### src/rtl/stopwatch_pkg.sv
// Shared stopwatch definitions: controller state encoding, the event bundle
// produced by the priority decode, and the default sizing constants shared
// with clock_divider.
package stopwatch_pkg;

  // Default wrap point (4-digit display) and the count width that holds it.
  localparam int unsigned MAX_COUNT_DEF = 9999;
  localparam int unsigned CNT_W_DEF     = 14;

  // Divider terminal count for a 1 Hz enable from a 100 MHz clock.
  localparam int unsigned DIV_TERMINAL  = 99_999_999;

  typedef enum logic [1:0] {
    ST_IDLE  = 2'd0,
    ST_RUN   = 2'd1,
    ST_PAUSE = 2'd2
  } sw_state_e;

  // One cycle's worth of qualified events after priority resolution.
  typedef struct packed {
    logic clear;   // return to IDLE, wipe count, lap and wrap flag
    logic toggle;  // start_stop that survived clear
    logic lap;     // lap capture, only in RUN/PAUSE and not under clear
    logic tick;    // tick that actually advances the count
  } sw_evt_t;

endpackage

### src/rtl/stopwatch_ctrl.sv
// Run/pause/clear controller for the 1 Hz seconds counter.
// Ports:
//   clk_in         system clock
//   rst_n_in       synchronous active-low reset
//   tick_en_in     1 Hz single-cycle enable from the divider
//   start_stop_in  pulse: IDLE->RUN, RUN<->PAUSE
//   clear_in       pulse: back to IDLE with everything zeroed
//   lap_in         pulse: capture the current count
//   div_clear_out  pulse: restart the divider phase (start and clear)
//   run_out        high while in RUN
//   seconds_out    current count
//   lap_out        last captured count
//   lap_valid_out  pulse when lap_out updates
//   wrap_out       pulse on MAX_COUNT->0
//   wrapped_out    sticky wrap flag, cleared by clear or reset
module stopwatch_ctrl
  import stopwatch_pkg::*;
#(
  parameter int unsigned MAX_COUNT = MAX_COUNT_DEF,
  parameter int unsigned CNT_W     = CNT_W_DEF
) (
  input  logic             clk_in,
  input  logic             rst_n_in,
  input  logic             tick_en_in,
  input  logic             start_stop_in,
  input  logic             clear_in,
  input  logic             lap_in,
  output logic             div_clear_out,
  output logic             run_out,
  output logic [CNT_W-1:0] seconds_out,
  output logic [CNT_W-1:0] lap_out,
  output logic             lap_valid_out,
  output logic             wrap_out,
  output logic             wrapped_out
);

  localparam logic [CNT_W-1:0] MAX_VAL = CNT_W'(MAX_COUNT);

  sw_state_e state;
  sw_evt_t   evt_c;
  logic      at_max_c;

  // Event-priority decode: clear > start_stop > lap; ticks only count in RUN.
  always_comb begin
    evt_c        = '0;
    evt_c.clear  = clear_in;
    evt_c.toggle = start_stop_in && !clear_in;
    evt_c.lap    = lap_in && !clear_in &&
                   ((state == ST_RUN) || (state == ST_PAUSE));
    evt_c.tick   = tick_en_in && !clear_in && (state == ST_RUN);
    at_max_c     = (seconds_out == MAX_VAL);
  end

  // State, counter, lap register and all registered outputs.
  always_ff @(posedge clk_in) begin
    if (!rst_n_in) begin
      state         <= ST_IDLE;
      div_clear_out <= 1'b0;
      run_out       <= 1'b0;
      seconds_out   <= '0;
      lap_out       <= '0;
      lap_valid_out <= 1'b0;
      wrap_out      <= 1'b0;
      wrapped_out   <= 1'b0;
    end else begin
      div_clear_out <= 1'b0;
      lap_valid_out <= 1'b0;
      wrap_out      <= 1'b0;

      if (evt_c.clear) begin
        state         <= ST_IDLE;
        run_out       <= 1'b0;
        seconds_out   <= '0;
        lap_out       <= '0;
        wrapped_out   <= 1'b0;
        div_clear_out <= 1'b1;
      end else begin
        // Increment is applied even when a stop coincides, so no tick is lost.
        if (evt_c.tick) begin
          if (at_max_c) begin
            seconds_out <= '0;
            wrap_out    <= 1'b1;
            wrapped_out <= 1'b1;
          end else begin
            seconds_out <= seconds_out + CNT_W'(1);
          end
        end

        // Lap takes the pre-increment value visible this cycle.
        if (evt_c.lap) begin
          lap_out       <= seconds_out;
          lap_valid_out <= 1'b1;
        end

        case (state)
          ST_IDLE: begin
            if (evt_c.toggle) begin
              state         <= ST_RUN;
              run_out       <= 1'b1;
              div_clear_out <= 1'b1;
            end
          end
          ST_RUN: begin
            if (evt_c.toggle) begin
              state   <= ST_PAUSE;
              run_out <= 1'b0;
            end
          end
          ST_PAUSE: begin
            // Resume keeps the divider phase running; no div_clear here.
            if (evt_c.toggle) begin
              state   <= ST_RUN;
              run_out <= 1'b1;
            end
          end
          default: begin
            state       <= ST_IDLE;
            run_out     <= 1'b0;
            seconds_out <= '0;
          end
        endcase
      end
    end
  end

endmodule

### config.mk
export PLATFORM = sky130hd
export DESIGN_NAME = stopwatch_ctrl
export DESIGN_NICKNAME = d
export VERILOG_FILES = /design/src/rtl/stopwatch_pkg.sv /design/src/rtl/stopwatch_ctrl.sv
export SDC_FILE = /design/constraint.sdc
export NUM_CORES = 1
export LEC_CHECK = 0
export ABC_AREA = 1
export CAP_MARGIN = 15
export CORE_UTILIZATION = 43
export DETAILED_ROUTE_END_ITERATION = 10
export DONT_BUFFER_PORTS = 1
export PLACE_DENSITY = 0.59
export SYNTH_ARGS = -nofsm -noshare
export SYNTH_HDL_FRONTEND = slang
export SYNTH_SLANG_ARGS = --single-unit
### constraint.sdc
create_clock -name clk_in -period 2.4 [get_ports clk_in]
set_input_delay 0.48 -clock clk_in [delete_from_list [all_inputs] [get_ports clk_in]]
set_output_delay 0.48 -clock clk_in [all_outputs]
set_load 0.005 [all_outputs]
==> run summary <==
### CTS
• **clock-pin slew reported for the worst setup and hold paths after clock tree synthesis** 70 ps
• **deepest level of the CTS H-tree** 2
• **Num CTS Buffers** 5
• **# Post-CTS Setup Buffers** 0
• **Clock Tree Root** sky130_fd_sc_hd__clkbuf_8
• **clock insertion delay at the later pin of the skew report** 290 ps
• **Bufs on Longest Clock Path** 2
• **Num Clock Sinks** 35
• **clock tree from TritonCTS** yes
• **post-cts sizing count** 0
• **Hold Buf Count CTS** 0

### Timing
• **worst hold slack after final layout** 330 ps
• **total negative slack** 0 ps
• **Worst Setup Slack, final** 727 ps
• **RSZ-0062 raised after global routing** no
• **actual transition at the worst max-transition pin** 488 ps
• **final hold violation count** 0
• **Clock Skews** 6.81 ps
• **count of endpoints failing setup in the final report** 0
• **Final Slew Violations** 0
• **relative slew slack** 0.675
• **minimum clock period after layout** 1670 ps
• **Max Clk Rate** 598 MHz
• **part of the cycle the worst path needs** 0.697

### Flow run
• **reported max-cap violation count** 0

### Global routing
• **largest net degree at the start of global routing** 23
• **via count of the first global-routing pass** 1273
• **first-pass GRT wire length** 6050 µm
• **remaining global-route overflow** 0
• **overall global routing resource usage** 0.198
• **antenna violations before repair** 0

### Critical path
• **worst path bufs/invs** 1
• **data required time at the worst endpoint** 2590 ps
• **worst setup path class** flop to flop
• **Critical Path Source Type** flop
• **critical path fanouts, max** 12
• **slowest library cell on the worst path** sky130_fd_sc_hd__nor2_2
• **arrival time of the worst setup path** 1860 ps
• **ordered list of cells on the worst path** inv_1 -> ha_1 -> nand2_1 -> nor2_2 -> nand3_1 -> nor2_1 -> nand2_1 -> nand3_1 -> nor2_1
• **critical path capture point type** flop
• **delay of the slowest cell on the worst path** 390 ps
• **family with the most delay on the worst path** simple AND/OR/NAND/NOR gates

### Yosys
• **unique cell type count in the Yosys netlist** 24
• **synth top area cells** sky130_fd_sc_hd__dfxtp_1 44%, sky130_fd_sc_hd__nand2_1 11%, sky130_fd_sc_hd__nor2_1 10%, sky130_fd_sc_hd__ha_1 5.4%, sky130_fd_sc_hd__inv_1 5.4%
• **number of enable flip-flop cells after synthesis** 0
• **total of warnings raised by yosys** 0
• **Gate Count Post-Synth** 219
• **commonest register cell after synthesis** sky130_fd_sc_hd__dfxtp_1
• **cell type contributing the most total cell area after synthesis** sky130_fd_sc_hd__dfxtp_1
• **area fraction of the dominant cell type after synthesis** 0.435
• **top cells by instance count after synthesis** 49 x sky130_fd_sc_hd__nand2_1, 43 x sky130_fd_sc_hd__nor2_1, 35 x sky130_fd_sc_hd__dfxtp_1, 23 x sky130_fd_sc_hd__inv_1, 14 x sky130_fd_sc_hd__a21oi_1
• **cell area after synthesis** 1610 µm²
• **Yosys reg bits** 35
• **mean cell area of the mapped netlist** 7.35 µm²
• **Post-Synthesis Net Count** 232
• **top-count cell post-synth** sky130_fd_sc_hd__nand2_1
• **share of synthesized area occupied by flip-flops and latches** 0.435
• **share of async-settable or async-resettable flops after synthesis** 0

### Layout
• **Fillers** 357
• **Synth-to-Final Area Change** 7.15%
• **antenna fix cells** 0
• **share of post-route cells with drive strength above 1** 0.0901
• **finished layout cell area** 1730 µm²
• **number of nets in the layout** 236

### Placement
• **minimum setup slack after placement** 721 ps
• **global placer's final weighted congestion** 0.990
• **port buffer count** 0
• **half-perimeter wire length after detailed placement** 2660 µm
• **post-place instance area** 1650 µm²

### Detailed routing
• **1st-pass router iterations** 4
• **vias per cell** 5.12
• **post-DR wirelength/cell** 13.3 µm
• **routed wire length** 3570 µm
• **iteration-0 DRC count of the detailed router** 71
• **Post-DRT Antenna Nets** 0
• **DRC Markers** 0
• **DR vias** 1373

### Power and ir drop
• **maximum VDD drop** 0.000359 V
• **total power per unit cell area** 583 nW/µm²
• **Final Power** 0.00101 W
• **Leakage** 0.636 nW

### Floorplanning
• **Row Count** 21
• **Initial Utilization** 0.464
• **Die Ht** 63.2 µm
• **Core Footprint** 3470 µm²
• **DIE AREA** 3990 µm²
• **width of the chip** 63.2 µm
• **IO Pins** 39

### Run status
• **status** complete, no violations

### Worst hold path
• **Hold WC Path Type** input pin to flop

-- logic make-up after synthesis --
family,after synthesis,share of synthesized area
buf+inv,29,0.0746
flops,35,0.435
simple gates,117,0.315
xor+xnor,5,0.0272
compound gates,26,0.0932
fa+ha+maj,7,0.0544
-- path summary, 6_finish.rpt --
path                                                      to  slack (ps)             startpoint  cells past startpoint
worst max-delay path            seconds_out[11]$_SDFFE_PP0P_         730  state[1]$_SDFFE_PP0P_                      9
worst min-delay path                div_clear_out$_SDFF_PN0_         330               rst_n_in                      2
worst max register to register  seconds_out[11]$_SDFFE_PP0P_         730  state[1]$_SDFFE_PP0P_                      9
worst min register to register          run_out$_SDFFE_PP0P_         480   run_out$_SDFFE_PP0P_                      2
-- through the flow --
stage,utilization,cells
CTS,0.497,268
detailed placement,0.477,262
global placement,0.477,262
global route,0.497,268
floorplan,-,219
finish,0.497,268
-- sequential cells by signal, summed over array words and instances, names as in the netlist --
name           flops
run_out            1
wrapped_out        1
lap_out           14
wrap_out           1
state              2
seconds_out       14
div_clear_out      1
lap_valid_out      1
-- cell usage in the layout (no fill, tap or decap), drive strengths merged --
cell and n:
inv 24, xor2 5, nand4 3, or2 1, buf 2, clkbuf 6, ha 7, nand3 11
o21ai 5, nor2 48, nor3 1, a21oi 14, a211oi 6, o22ai 1, nor3b 1, dfxtp 35
nand2 52
-- per-layer routing --
metal  vias to the layer above  track usage  part of all wire
li1                        694            -                 -
met3                         4       0.0725             0.064
met5                         -            0                 0
met2                        48        0.305              0.45
met4                         0       0.0653             0.011
met1                       627        0.254              0.47
-- report_power, final --
group	switching, W	internal, W	total, W	leakage, nW
Clock	0.000192	0.000193	0.000385	0.0371
Sequential	0.00000306	0.000584	0.000588	0.282
Combinational	0.0000233	0.00000988	0.0000331	0.317
Total	0.000218	0.000787	0.00101	0.636
-- final cells by class --
class / instances / area (µm²) / area share
Inverter: 24 / 90.1 / 0.0522
Clock buffer: 6 / 72.6 / 0.0421
Multi-Input combinational cell: 155 / 790 / 0.458
Tap cell: 46 / 57.6 / 0.0334
Sequential cell: 35 / 701 / 0.406
Timing Repair Buffer: 2 / 15.0 / 0.00870
Power figures use the tool's default switching activity.
